===== config.mk =====
export PLATFORM = sky130hd
export DESIGN_NAME = pc_fetch_unit
export DESIGN_NICKNAME = d
export VERILOG_FILES = /design/src/rtl/pc_fetch_pkg.sv /design/src/rtl/pc_return_stack.sv /design/src/rtl/pc_fetch_unit.sv
export SDC_FILE = /design/constraint.sdc
export NUM_CORES = 1
export LEC_CHECK = 0
export CELL_PAD_IN_SITES_DETAIL_PLACEMENT = 1
export CELL_PAD_IN_SITES_GLOBAL_PLACEMENT = 1
export CORE_MARGIN = 2
export CORE_UTILIZATION = 45
export CTS_BUF_LIST = sky130_fd_sc_hd__clkbuf_4 sky130_fd_sc_hd__clkbuf_8 sky130_fd_sc_hd__clkbuf_16
export DETAILED_ROUTE_END_ITERATION = 16
export PLACE_DENSITY_LB_ADDON = 0.25
export REMOVE_ABC_BUFFERS = 1
export SYNTH_ARGS = -nofsm -noshare
export SYNTH_HDL_FRONTEND = slang
export SYNTH_HIERARCHICAL = 1
export SYNTH_SLANG_ARGS = --single-unit

===== constraint.sdc =====
create_clock -name clk -period 4.2 [get_ports clk]
set_input_delay 0.84 -clock clk [delete_from_list [all_inputs] [get_ports clk]]
set_output_delay 0.84 -clock clk [all_outputs]
set_load 0.01 [all_outputs]

===== src/rtl/pc_fetch_pkg.sv =====
// -----------------------------------------------------------------------------
// pc_fetch_pkg
// Shared definitions for the program counter / instruction fetch stage.
//   ADDR_W_DEF       default program address width
//   DATA_W_DEF       default instruction width
//   STACK_DEPTH_DEF  default return stack depth (power of 2)
//   NOP_INSN         instruction register value after reset
//   state_t          two-state fetch/execute sequencing
// -----------------------------------------------------------------------------
package pc_fetch_pkg;

    localparam int ADDR_W_DEF      = 11;
    localparam int DATA_W_DEF      = 14;
    localparam int STACK_DEPTH_DEF = 8;

    localparam logic [DATA_W_DEF-1:0] NOP_INSN = 14'h0000;

    typedef enum logic {
        S_FETCH = 1'b0,
        S_EXEC  = 1'b1
    } state_t;

endpackage


===== src/rtl/pc_return_stack.sv =====
// -----------------------------------------------------------------------------
// pc_return_stack
// Circular hardware return stack. The pointer wraps, so pushing onto a full
// stack overwrites the oldest entry and popping an empty stack returns whatever
// the wrapped pointer selects. Both cases raise a sticky flag cleared by reset.
// Ports:
//   clk        system clock
//   rst        synchronous active-high reset
//   push       write push_data at the pointer, then advance the pointer
//   pop        retreat the pointer (pop has priority if both are high)
//   push_data  return address to save
//   top_data   entry just below the pointer (the value a pop returns)
//   ovf        sticky: push made while full
//   unf        sticky: pop made while empty
// -----------------------------------------------------------------------------
module pc_return_stack
    import pc_fetch_pkg::*;
#(
    parameter int DATA_W = ADDR_W_DEF,
    parameter int DEPTH  = STACK_DEPTH_DEF
) (
    input  logic              clk,
    input  logic              rst,
    input  logic              push,
    input  logic              pop,
    input  logic [DATA_W-1:0] push_data,
    output logic [DATA_W-1:0] top_data,
    output logic              ovf,
    output logic              unf
);

    localparam int PTR_W = $clog2(DEPTH);
    localparam int CNT_W = PTR_W + 1;

    localparam logic [PTR_W-1:0] PTR_ONE  = PTR_W'(1);
    localparam logic [CNT_W-1:0] CNT_ONE  = CNT_W'(1);
    localparam logic [CNT_W-1:0] CNT_FULL = CNT_W'(DEPTH);

    logic [DATA_W-1:0] mem_q [DEPTH];
    logic [PTR_W-1:0]  ptr_q;
    logic [CNT_W-1:0]  cnt_q;
    logic              ovf_q;
    logic              unf_q;

    // The count saturates at both ends while the pointer keeps wrapping;
    // that is what gives the overwrite-oldest / read-stale behaviour.
    always_ff @(posedge clk) begin
        if (rst) begin
            ptr_q <= '0;
            cnt_q <= '0;
            ovf_q <= 1'b0;
            unf_q <= 1'b0;
        end else if (pop) begin
            ptr_q <= ptr_q - PTR_ONE;
            if (cnt_q == '0) begin
                unf_q <= 1'b1;
            end else begin
                cnt_q <= cnt_q - CNT_ONE;
            end
        end else if (push) begin
            ptr_q <= ptr_q + PTR_ONE;
            if (cnt_q == CNT_FULL) begin
                ovf_q <= 1'b1;
            end else begin
                cnt_q <= cnt_q + CNT_ONE;
            end
        end
    end

    // Storage is not reset; its contents are meaningless until written.
    always_ff @(posedge clk) begin
        if (push && !pop && !rst) begin
            mem_q[ptr_q] <= push_data;
        end
    end

    assign top_data = mem_q[ptr_q - PTR_ONE];
    assign ovf      = ovf_q;
    assign unf      = unf_q;

endmodule


===== src/rtl/pc_fetch_unit.sv =====
// -----------------------------------------------------------------------------
// pc_fetch_unit
// Non-pipelined program counter and fetch stage in front of the program ROM.
// Each instruction spends one FETCH cycle (latch ROM word, PC+1) followed by
// one or more EXEC cycles, during which the execute core may stall or
// redirect the PC (ret > call > jump > skip).
// Ports:
//   clk, rst      clock and synchronous active-high reset
//   rom_addr_out  ROM address, always equal to the PC
//   rom_data_in   ROM word for rom_addr_out
//   ir_out        instruction register
//   ir_valid      high during EXEC
//   pc_out        current PC
//   stall         hold the current EXEC cycle
//   jump/call/ret/skip  redirect requests, honoured in an unstalled EXEC cycle
//   jump_addr     redirect target for jump and call
//   stk_ovf       sticky return stack overflow
//   stk_unf       sticky return stack underflow
// -----------------------------------------------------------------------------
module pc_fetch_unit
    import pc_fetch_pkg::*;
#(
    parameter int ADDR_W       = ADDR_W_DEF,
    parameter int DATA_W       = DATA_W_DEF,
    parameter int STACK_DEPTH  = STACK_DEPTH_DEF,
    parameter int RESET_VECTOR = 0
) (
    input  logic              clk,
    input  logic              rst,
    output logic [ADDR_W-1:0] rom_addr_out,
    input  logic [DATA_W-1:0] rom_data_in,
    output logic [DATA_W-1:0] ir_out,
    output logic              ir_valid,
    output logic [ADDR_W-1:0] pc_out,
    input  logic              stall,
    input  logic              jump,
    input  logic              call,
    input  logic              ret,
    input  logic              skip,
    input  logic [ADDR_W-1:0] jump_addr,
    output logic              stk_ovf,
    output logic              stk_unf
);

    localparam logic [ADDR_W-1:0] PC_ONE   = ADDR_W'(1);
    localparam logic [ADDR_W-1:0] PC_RESET = ADDR_W'(RESET_VECTOR);

    state_t            state_q, state_d;
    logic [ADDR_W-1:0] pc_q, pc_d;
    logic [DATA_W-1:0] ir_q, ir_d;
    logic              ir_valid_q;

    logic              stk_push;
    logic              stk_pop;
    logic [ADDR_W-1:0] stk_top;

    // Next-state and redirect selection. In FETCH the PC already advances,
    // so during EXEC pc_q is the return address a call must save.
    always_comb begin
        state_d  = state_q;
        pc_d     = pc_q;
        ir_d     = ir_q;
        stk_push = 1'b0;
        stk_pop  = 1'b0;
        case (state_q)
            S_FETCH: begin
                ir_d    = rom_data_in;
                pc_d    = pc_q + PC_ONE;
                state_d = S_EXEC;
            end
            S_EXEC: begin
                if (!stall) begin
                    state_d = S_FETCH;
                    if (ret) begin
                        stk_pop = 1'b1;
                        pc_d    = stk_top;
                    end else if (call) begin
                        stk_push = 1'b1;
                        pc_d     = jump_addr;
                    end else if (jump) begin
                        pc_d = jump_addr;
                    end else if (skip) begin
                        pc_d = pc_q + PC_ONE;
                    end
                end
            end
            default: begin
                state_d = S_FETCH;
            end
        endcase
    end

    // ir_valid is registered from the state being entered so it lines up
    // exactly with the EXEC cycles.
    always_ff @(posedge clk) begin
        if (rst) begin
            state_q    <= S_FETCH;
            pc_q       <= PC_RESET;
            ir_q       <= DATA_W'(NOP_INSN);
            ir_valid_q <= 1'b0;
        end else begin
            state_q    <= state_d;
            pc_q       <= pc_d;
            ir_q       <= ir_d;
            ir_valid_q <= (state_d == S_EXEC);
        end
    end

    pc_return_stack #(
        .DATA_W (ADDR_W),
        .DEPTH  (STACK_DEPTH)
    ) u_stack (
        .clk       (clk),
        .rst       (rst),
        .push      (stk_push),
        .pop       (stk_pop),
        .push_data (pc_q),
        .top_data  (stk_top),
        .ovf       (stk_ovf),
        .unf       (stk_unf)
    );

    assign rom_addr_out = pc_q;
    assign pc_out       = pc_q;
    assign ir_out       = ir_q;
    assign ir_valid     = ir_valid_q;

endmodule

* After elaboration in Yosys (flattened, before gate mapping)
Memory sizes are Yosys's and may differ from the RTL's. Index checks and enable logic that the tools add are counted.
Operators by class: add/sub/neg operators 5, equal/unequal tests 5, muxes and demuxes 23, bitwise operators 2, reduce and logical (&&, ||, !) cells 10
Operator list (count):
- $mux W11 | 5
- $pmux W11 S2 | 1
- $mux W4 | 4
- $add A11 B1 Y11 const B | 1
- $mux W1 | 10
- $mux W3 | 2
- $reduce_and A3 Y1 | 2
- $ne A5 B5 Y1 const B | 1
- $add A4 B1 Y4 const B | 1
- $eq A4 B4 Y1 const B | 1
- $logic_not A4 Y1 | 1
- $ne A2 B2 Y1 const B | 2
- $reduce_and A2 Y1 | 2
- $sub A4 B1 Y4 const B | 1
- $add A3 B1 Y3 const B | 1
- $sub A3 B1 Y3 const B | 1
- $logic_and A1 B1 Y1 | 2
- $logic_not A1 Y1 | 2
- $ne A2 B1 Y1 const B | 1
- $not A1 Y1 | 2
- $pmux W1 S2 | 1
- $reduce_bool A2 Y1 | 1
Storage, ports and cells: register bits after elaboration 35, bits in writable memories 88, input port bits 32, output and inout bits 39, word-level logic and storage cells 53, memories 1
Memories:
- u_stack.mem_q | depth 8, width 11, rd ports 1, clocked after Yosys merged registers in 0, write ports 1, line pc_return_stack.sv:39 | logic [DATA_W-1:0] mem_q [DEPTH];

* Depth between registers and ports, before layout
depth in word-level cells 8, mapped depth 12, mapped depth without buffers 8

* Modules after synthesis
Netlist, hierarchy kept.
By module, submodules not included:
- pc_return_stack | instances 1, cells each 198, area each 3876.2 µm², sequential area each 2822.7 µm²
- pc_fetch_unit | instances 1, cells each 198, area each 1619.1 µm², sequential area each 520.5 µm²

* Worst setup path after synthesis
OpenSTA, ideal clock, no wires.
path kind input to register, start in ret, end mem u_stack/mem_q[1][0] (netlist name) (enable), library setup time 0.393 ns, data arrival time 2.925 ns, data required time 3.807 ns, path slack 0.882 ns, cell stages on the path 7, path buffers 2, path through buf_2 buf_2 nor4b_1 and2b_2 nor2b_1 nand2_1 nor3_1
Between the ends: elaborated cells between the ends (all ways) 11, those cells by class mux: 8; reduce/logical: 3
RTL lines:
- from (decl) | line pc_fetch_unit.sv:38 | input logic ret,
- $mux W1 | line pc_fetch_unit.sv:74 | if (ret) begin
- $mux W1 | line pc_fetch_unit.sv:72 | if (!stall) begin
- $mux W1 | line pc_fetch_unit.sv:65 | case (state_q)
- named net stk_push | line pc_fetch_unit.sv:53 | logic stk_push;
- $logic_and A1 B1 Y1 (2 in a row) | line pc_return_stack.sv:72 | if (push && !pop && !rst) begin
- $mux W1 | line pc_return_stack.sv:72
- $mux W1 (not written as such) | line pc_return_stack.sv:73 | mem_q[ptr_q] <= push_data;
- to (decl) | line pc_return_stack.sv:39
The timed path passes the listed nets, and every way through them passes these cells.

* Worst setup path after layout
start in stall, end mem u_stack/mem_q[2][10] (netlist name) (enable)
Between the ends: elaborated cells between the ends (all ways) 9, those cells by class mux: 6; reduce/logical: 3
RTL lines:
- from (decl) | line pc_fetch_unit.sv:35 | input logic stall,
- $mux W1 | line pc_fetch_unit.sv:72
- $mux W1 | line pc_fetch_unit.sv:65
- named net stk_push | line pc_fetch_unit.sv:53
- $logic_and A1 B1 Y1 (2 in a row) | line pc_return_stack.sv:72
- $mux W1 | line pc_return_stack.sv:72
- $mux W1 (not written as such) | line pc_return_stack.sv:73
The timed path passes the listed nets, and every way through them passes these cells.

==> metrics.md <==
| Metric | Value |
|---|---|
| Gr ovfl total | 0 |
| Layout cells sized above 1 | 19.6% |
| Vias after detailed routing | 3667 |
| Most used DFF post-synth | edfxtp_1 |
| CTS clock-pin slew for the worst setup and hold paths | 0.06 ns |
| Crit path time final | 3.24 ns |
| Setup crit start kind | input port |
| Synth async-reset ratio | 0% |
| Worst slew margin | 38.2% |
| Non-Filler Cell Area, Final | 6900 um2 |
| WHS | 0.500 ns |
| Final setup viols | 0 |
| Crit path max fanout | 7 |
| Routed Antenna Nets | 0 |
| Register bit total from synthesis | 123 |
| CTS resizes | 0 |
| Max Fclk | 0.308 GHz |
| Synth area leaders | edfxtp_1, dfxtp_1, mux4_2 |
| Synth cell count leaders | edfxtp_1, nor2_1, dfxtp_1, mux4_2, mux2i_1 |
| Final Max Tran Viols | 0 |
| Cell area after placement | 6320 um2 |
| Mean post-synth cell area | 13.9 um2 |
| Worst VDD drop | 0.278 mV |
| Worst-Margin Slew | 0.927 ns |
| Final Hold Viols | 0 |
| Top cell type by total area after synthesis | edfxtp_1 |
| Die Y | 115 um |
| CTS tree | done |
| Post-cts hold buffer count | 0 |
| Core ar. | 12000 um2 |
| HPWL Detailed | 10100 um |
| Vias in the first global route | 3920 |
| GR Util All Layers | 24.4% |
| Clock Sinks | 123 |
| Initial antenna violation count | 0 |
| Mapped Cells | 396 |
| CP Capture Type | register |
| Largest net degree at the start of global routing | 39 |
| Register area | 3340 um2 |
| Critical Path AT | 3.37 ns |
| First-pass GRT wire length | 22900 um |
| Max_cap viols | 0 |
| WL final | 14800 um |
| # DRC | 0 |
| Post-synth EDFFs | 88 |
| RSZ-0062 raised after global routing | false |
| IO buf count | 70 |
| PwrDens | 457 nW/um2 |
| Total iterations of the first detailed-routing run | 5 |
| I/O pins | 71 |
| Worst Path Required | 4.33 ns |
| Initial Util | 45.9% |
| Layout area overhead | 25.5% |
| Area of the multi-input gates | 1900 um2 |
| Most numerous cell in the Yosys netlist | edfxtp_1 |
| Site Rows | 40 |
| H-tree Lvls | 4 |
| Worst Hold Class | register to register |
| Post-CTS setup buffers | 0 |
| Drt wl/cell | 23.5 um |
| Starting DRT DRC Count | 225 |
| Worst slack, placed | 0.557 ns |
| Tcrit/Tclk final | 77.2% |
| Final Util | 57.6% |
| Fillers | 1163 |
| Yosys warnings | 6 |
| Register area share after synthesis | 60.8% |
| Antenna diode count | 0 |
| Vias per cell | 5.81 |
| Share of the synthesized area in the top cell type | 48.1% |
| Worst-skew pair later-pin latency | 0.43 ns |
| Placer Congestion | 0.794 |
| Fin worst setup slack | 0.958 ns |
| Maximum clock insertion buffer count | 2 |
| Clock skew | 0.00918 ns |
| Fin Setup TNS | 0 ns |
| Cts bufs inserted | 17 |
| Mapped Area | 5500 um2 |
| Status | completed |
| Yosys cell types | 56 |
| LEAKAGE | 2.35 nW |
| Clock Tree Root | clkbuf_16 |
| Crit Path Class | input port to register |
| Die Width | 115 um |
| Final net count | 509 |
| Die area | 13100 um2 |
==> critical path, cell delays in order <==
cell,delay [ns]
clkdlybuf4s50_1,0.57
nor4b_1,0.77
and2b_2,0.29
nor2b_1,0.17
nand2_1,0.13
nor2_1,0.35
buf_4,0.25
==> state kept, by name (all words and copies together), names as in the netlist <==
register,flops
u_stack/cnt_q,4
u_stack/mem_q,88
u_stack/ptr_q,3
ir_valid,1
ir_out,14
u_stack/ovf,1
pc_out,11
u_stack/unf,1
==> through the flow <==
step,instances,power [mW]
after CTS,631,3.18
final,631,3.15
after floorplan,362,1.57
after global routing,631,3.25
after global placement,599,1.74
after detailed placement,599,1.75
==> cell families after synthesis <==
kind of cell | share of synthesized area [%]
DFF | 60.8
and+or+nand+nor | 10.0
AOI/OAI and AO/OA | 7.01
muxes | 14.4
buffers and inverters | 4.53
xor gates and xnor gates | 1.73
adders and majority gates | 1.50
==> where the power goes <==
part | internal (mW) | switching, mW | leakage [nW]
combinational | 0.180 | 0.173 | 0.971
sequential | 1.33 | 0.0449 | 1.10
clock | 0.835 | 0.592 | 0.282
==> metal layers <==
metal,wire [um],global-route usage [%],vias to the layer above
met2,7390,39.6,145
met3,801,6.09,31
li1,-,-,1645
met5,0,0,-
met4,480,11.5,0
met1,6130,30.6,1846
==> path summary, 6_finish.rpt <==
path / start / end / slack, ns / depth (start not counted)
max: stall / u_stack/mem_q[2][10] / 0.96 / 7
min: ir_out[4] / ir_out[4] / 0.50 / 2
max reg2reg: u_stack/ptr_q[1] / pc_out[8] / 1.24 / 9
min reg2reg: ir_out[4] / ir_out[4] / 0.50 / 2
==> cells in the final DEF, fill, tap and decap left out, types with 12 or more instances in the layout <==
cell type | synthesis | layout
edfxtp_1 | 88 | 88
clkdlybuf4s50_1 | 0 | 70
nor2_1 | 46 | 46
dfxtp_1 | 35 | 35
nand2_1 | 14 | 14
mux2i_1 | 17 | 17
a21oi_1 | 14 | 14
buf_4 | 13 | 20
o21ai_0 | 12 | 12
mux4_2 | 22 | 22
clkbuf_16 | 0 | 17
==> layout make-up <==
type,instances,share of cell area [%]
well taps,147,2.67
clock inverters,15,2.20
inverters,10,0.544
multi-input cells,229,27.6
flip-flops and latches,123,48.5
repair buffers,90,12.3
clock buffers,17,6.17
No activity file was read; power rests on OpenSTA's default activity.
